`config.mk`:
```
export PLATFORM = sky130hd
export DESIGN_NAME = lsu_dm_bridge
export DESIGN_NICKNAME = d
export VERILOG_FILES = /design/src/rtl/lsu_dm_bridge.sv
export SDC_FILE = /design/constraint.sdc
export NUM_CORES = 1
export LEC_CHECK = 0
export CORE_ASPECT_RATIO = 1.4
export CORE_MARGIN = 2
export CORE_UTILIZATION = 44
export CTS_BUF_LIST = sky130_fd_sc_hd__clkbuf_16
export DETAILED_ROUTE_END_ITERATION = 10
export PLACE_DENSITY = 0.81
export SLEW_MARGIN = 40
export SYNTH_ARGS = -nofsm -noshare
export SYNTH_HDL_FRONTEND = slang
export SYNTH_SLANG_ARGS = --single-unit
```
`constraint.sdc`:
```
create_clock -name clk -period 3.85 [get_ports clk]
set_input_delay 0.385 -clock clk [delete_from_list [all_inputs] [get_ports clk]]
set_output_delay 0.385 -clock clk [all_outputs]
set_load 0.1 [all_outputs]
```
`src/rtl/lsu_dm_bridge.sv`:
```
// Load/store bridge between the CPU MEM stage and a four-bank byte-wide data memory.
// One request in flight at a time: IDLE -> (ACCESS -> [LOAD_WB] ->) RESP -> IDLE.
// Illegal, misaligned or out-of-range requests skip ACCESS and answer with resp_err.
module lsu_dm_bridge #(
    parameter int ADDR_W = 14
) (
    input  logic              clk,
    input  logic              rst,
    input  logic              req_valid,
    output logic              req_ready,
    input  logic              req_we,
    input  logic [2:0]        req_funct3,
    input  logic [31:0]       req_addr,
    input  logic [31:0]       req_wdata,
    output logic              resp_valid,
    output logic              resp_err,
    output logic [31:0]       resp_rdata,
    output logic              dm_cs,
    output logic [3:0]        dm_web,
    output logic [ADDR_W-1:0] dm_addr,
    output logic [31:0]       dm_di,
    input  logic [31:0]       dm_do
);

    typedef enum logic [1:0] {IDLE, ACCESS, LOAD_WB, RESP} state_t;

    state_t            state, state_n;
    logic [1:0]        lane_q;
    logic [2:0]        f3_q;
    logic              we_q;
    logic              accept;
    logic              bad;
    logic              illegal, misaligned, out_of_range;
    logic [3:0]        be;
    logic [31:0]       ld_sh;
    logic [31:0]       ld_ext;

    logic              resp_valid_n, resp_err_n, dm_cs_n;
    logic [31:0]       resp_rdata_n, dm_di_n;
    logic [3:0]        dm_web_n;
    logic [ADDR_W-1:0] dm_addr_n;

    // Only IDLE takes requests, so nothing is ever queued behind a busy access.
    assign req_ready = (state == IDLE);
    assign accept    = req_valid && req_ready;

    // Classify the incoming request before it is allowed near the memory.
    always_comb begin
        if (req_we)
            illegal = (req_funct3 > 3'b010);
        else
            illegal = (req_funct3 == 3'b011) || (req_funct3 == 3'b110) || (req_funct3 == 3'b111);
        misaligned   = ((req_funct3[1:0] == 2'b01) && req_addr[0]) ||
                       ((req_funct3[1:0] == 2'b10) && (req_addr[1:0] != 2'b00));
        out_of_range = (req_addr[31:ADDR_W+2] != '0);
        bad          = illegal || misaligned || out_of_range;
    end

    // Store byte-enable pattern before lane shifting; SW covers all four banks.
    always_comb begin
        case (req_funct3)
            3'b000:  be = 4'b0001;
            3'b001:  be = 4'b0011;
            default: be = 4'b1111;
        endcase
    end

    // Align the read word to the captured lane, then sign/zero-extend by access size.
    always_comb begin
        ld_sh = dm_do >> {lane_q, 3'b000};
        case (f3_q)
            3'b000:  ld_ext = {{24{ld_sh[7]}}, ld_sh[7:0]};
            3'b001:  ld_ext = {{16{ld_sh[15]}}, ld_sh[15:0]};
            3'b010:  ld_ext = ld_sh;
            3'b100:  ld_ext = {24'd0, ld_sh[7:0]};
            3'b101:  ld_ext = {16'd0, ld_sh[15:0]};
            default: ld_ext = 32'd0;
        endcase
    end

    // State register.
    always_ff @(posedge clk or posedge rst) begin
        if (rst) state <= IDLE;
        else     state <= state_n;
    end

    // Next-state logic.
    always_comb begin
        state_n = state;
        case (state)
            IDLE:    if (accept) state_n = bad ? RESP : ACCESS;
            ACCESS:  state_n = we_q ? RESP : LOAD_WB;
            LOAD_WB: state_n = RESP;
            RESP:    state_n = IDLE;
            default: state_n = IDLE;
        endcase
    end

    // Next values for the registered outputs; the DM strobes are idle unless entering ACCESS.
    always_comb begin
        resp_valid_n = 1'b0;
        resp_err_n   = 1'b0;
        resp_rdata_n = resp_rdata;
        dm_cs_n      = 1'b0;
        dm_web_n     = 4'hF;
        dm_addr_n    = dm_addr;
        dm_di_n      = dm_di;
        case (state)
            IDLE: begin
                if (accept) begin
                    if (bad) begin
                        resp_valid_n = 1'b1;
                        resp_err_n   = 1'b1;
                        resp_rdata_n = 32'd0;
                    end else begin
                        dm_cs_n   = 1'b1;
                        dm_addr_n = req_addr[ADDR_W+1:2];
                        if (req_we) begin
                            dm_web_n = ~(be << req_addr[1:0]);
                            dm_di_n  = req_wdata << {req_addr[1:0], 3'b000};
                        end
                    end
                end
            end
            ACCESS: begin
                if (we_q) begin
                    resp_valid_n = 1'b1;
                    resp_rdata_n = 32'd0;
                end
            end
            LOAD_WB: begin
                resp_valid_n = 1'b1;
                resp_rdata_n = ld_ext;
            end
            default: ;
        endcase
    end

    // Output and request-capture registers; reset forces DM writes off immediately.
    always_ff @(posedge clk or posedge rst) begin
        if (rst) begin
            resp_valid <= 1'b0;
            resp_err   <= 1'b0;
            resp_rdata <= 32'd0;
            dm_cs      <= 1'b0;
            dm_web     <= 4'hF;
            dm_addr    <= '0;
            dm_di      <= 32'd0;
            lane_q     <= 2'd0;
            f3_q       <= 3'd0;
            we_q       <= 1'b0;
        end else begin
            resp_valid <= resp_valid_n;
            resp_err   <= resp_err_n;
            resp_rdata <= resp_rdata_n;
            dm_cs      <= dm_cs_n;
            dm_web     <= dm_web_n;
            dm_addr    <= dm_addr_n;
            dm_di      <= dm_di_n;
            if (accept) begin
                lane_q <= req_addr[1:0];
                f3_q   <= req_funct3;
                we_q   <= req_we;
            end
        end
    end

endmodule

```
==> results.toml <==
[clocking]
ctsLongestPathBuffers = 2
clock_latency_ns = 0.34
cts_tree = "done"
htree_levels = 3
clock-root-buffer = "clkbuf_16"
postCtsSetupBuffers = 0
ctsHoldBuffers = 0
numCtsBuffers = 9
cts_resized = 0
path_clk_slew_ns = 0.07
cts.sinks = 93

[synthesis]
synth_cell_types = 42
ys.flop_type = "dfrtp_1"
synth-compound-area-share_pct = 16.4
synth_edf_count = 0
syn_nets = 543
syn-cell-area_mm2 = 0.00484
synthXorXnorAreaFrac_pct = 0
ys_seq_area_share_pct = 48.2
synth_area_per_cell_um2 = 11.1
ys_async_sr_fraction_pct = 100
synth_top_family_by_area = "multiplexers"
ys_ff_latch = 93
syn_inst = 435
synthSimpleGateAreaFrac_pct = 10.6
synthAdderAreaFrac_pct = 1.29
yosys_warnings = 0
synth_area_leader_cell = "dfrtp_1"
synthTopCellsByArea = "dfrtp_1 46%, mux2_2 8.8%, mux2i_1 6.6%"
post_synth_mux_area_share_pct = 19.7
netlist.area_leader.share_pct = 46.0

[layout]
fin_cells = 762
diodes = 0
fill_cells = 914
nets = 724
drive_gt1_share_pct = 28.7
stdcell_area_mm2 = 0.00671
synthToLayoutAreaGrowth_pct = 38.6

[grt]
grt_overflow = 0
grt_max_degree = 54
antenna_found_initial = 0
grt_pass1_wl_mm = 21.3
grt_util_all_layers_pct = 23.0
grt_pass1_vias = 4255

[route]
num_vias = 4145
drcViolationCount = 0
wl_per_cell_um = 17.6
via_per_inst = 5.44
drtIter0Drc = 118
antenna_left = 0
wirelength_mm = 13.4
firstDrtPassIters = 4

[floorplanning]
start_util_pct = 44.8
rows = 45
pin_count = 189
placeableCoreArea_mm2 = 0.0108
dieWidth_um = 92.7
design.die.area_mm2 = 0.0119
fp.dieH_um = 128

[placed_design]
preCtsSetupSlack_ns = 0.978
dp_hpwl_mm = 10.3
placed_cell_area_mm2 = 0.00641
numPortBuffers = 188
place.gp.congestion = 0.960
dpl.cell_count = 746

[critical_path]
crit_fanout = 52
critPathTopFamily = "buffers and inverters"
slowest_delay_ns = 0.47
worstPathCellList = "clkdlybuf4s50_1 -> buf_4 -> o41ai_2 -> nand3_2 -> nor3_4 -> buf_4 -> mux2_2"
cpMostUsedCell = "buf_4"
critPathLaunchType = "input pin"
crit_cells = 7
worstPathRequired_ns = 4.08
critPathArrivalTime_ns = 2.75
cpMaxStageDelayCell = "buf_4"
endpoint_kind = "flop"
cp.buffers_inverters = 3
reg2regPathDepth = 7
path_class = "in2reg"

[pwr]
sw_frac_of_total_pct = 47.8
p_comb_share_pct = 51.0
power_density_mw_per_mm2 = 660
power_frac_clock_pct = 20.3
seq_power_share_pct = 28.7
leakage_nw = 3.35
p_sw_mw = 2.12
internal_power_mw = 2.31
vdd_drop_max_uv = 264

[sta]
hold_viol_final = 0
setup_viol = 0
final.setup.tns_ns = 0
maxSlewViolCount = 0
clock_skew_ns = 0.00787
max_freq_mhz = 397
hold_slack_ns = 0.416
worst_slack_ns = 1.33
tightest_slew_ns = 0.738
grt_setup_unrepaired = "no"
post-route-min-period_ns = 2.52
max_slew_margin_pct = 50.8
period_share_pct = 65.4

[outcome]
outcome = "finished clean"

[job]
drv_cap = 0

[min_path]
hold_path_class = "in2async"
## sequential cells by signal (all words and copies together) (netlist names)
register	flops
resp_valid	1
f3_q	3
dm_cs	1
we_q	1
resp_rdata	32
dm_di	32
dm_web	4
resp_err	1
state	2
dm_addr	14
lane_q	2
## stage by stage
stage | total power, mW | util, %
3_5_place_dp | 3.55 | 59.3
2_1_floorplan | 3.07 | -
3_3_place_gp | 3.60 | 63.2
6_report | 4.43 | 62.1
4_1_cts | 4.45 | 62.1
5_1_grt | 4.65 | 62.1
## kinds of logic after synthesis
family | count (synthesis)
flops | 93
simple gates | 95
fa+ha+maj | 5
mux | 84
buf+inv | 39
compound gates | 119
## area by class of cell
class                      count  area (um2)  share of cell area [%]
multi-input combinational    303        2340                    34.9
sequential                    93        2330                    34.7
timing repair buffer         196        1510                    22.5
clock buffer                   9         225                    3.36
tap                          141         176                    2.63
clock inverter                 7        73.8                    1.10
inverter                      13        53.8                   0.801
## worst register-to-register path: cells and delay by family, from the launching register on
kind,cells,cell delay [ns]
compound gates,1,0.37
fa+ha+maj,1,0.26
buf+inv,2,0.24
flops,1,0.38
mux,1,0.40
simple gates,2,0.60
## path summary, 6_finish.rpt
| check | from | to | slack (ns) |
|---|---|---|---|
| worst max-delay path | req_addr[0] | dm_di[8] | 1.33 |
| worst min-delay path | rst | dm_addr[0] | 0.42 |
| worst max register to register | state[0] | resp_rdata[12] | 1.48 |
| worst min register to register | dm_addr[13] | dm_addr[13] | 0.49 |
| max in group asynchronous | rst | resp_rdata[2] | 2.75 |
| min in group clk | dm_addr[13] | dm_addr[13] | 0.49 |
## power by group through the flow
stage                     sequential, mW  clock, mW  combinational [mW]
after global placement              1.28          0                2.31
after detailed placement            1.29          0                2.26
after floorplan                     2.04          0                1.03
final                               1.27      0.898                2.26
after CTS                           1.27      0.918                2.26
after global routing                1.29      0.969                2.39
## layout by cell type (no fill, tap or decap), types with 10 or more instances in the layout
| cell | instances |
|---|---|
| nand2_1 | 11 |
| dfrtp_1 | 89 |
| buf_2 | 86 |
| mux2_2 | 38 |
| inv_1 | 12 |
| nor2b_1 | 17 |
| mux2_4 | 10 |
| clkdlybuf4s50_1 | 102 |
| mux2i_1 | 32 |
| o21ai_0 | 27 |
| a211oi_1 | 23 |
| a21oi_1 | 33 |
| nand3_1 | 10 |
| a22o_1 | 16 |
| nor2_1 | 41 |
## cell usage after synthesis (2+ instances only)
cell,n
a22o_1,16
nor2b_1,17
nor2_1,41
nor4_1,2
a21oi_1,33
nor4_2,3
mux2_1,3
mux2_2,38
nand3b_1,2
buf_4,4
nand2_1,11
buf_1,6
nor3_4,3
buf_2,5
ha_1,5
dfrtp_1,89
dfstp_2,4
buf_6,2
inv_1,13
nand3_1,10
mux2i_1,32
a21o_1,9
o21ai_0,27
clkbuf_1,9
mux2_4,10
o21a_1,3
a211oi_1,23
## layer usage
metal,wire [um],vias to the layer above,track usage (%),share of wire [%]
li1,-,1945,-,-
met1,5240,1965,27.6,39
met2,6330,192,37.0,47
met3,1230,43,7.47,9.2
met4,584,0,11.6,4.4
met5,0,-,0,0
(Power assumes the default switching activity.)
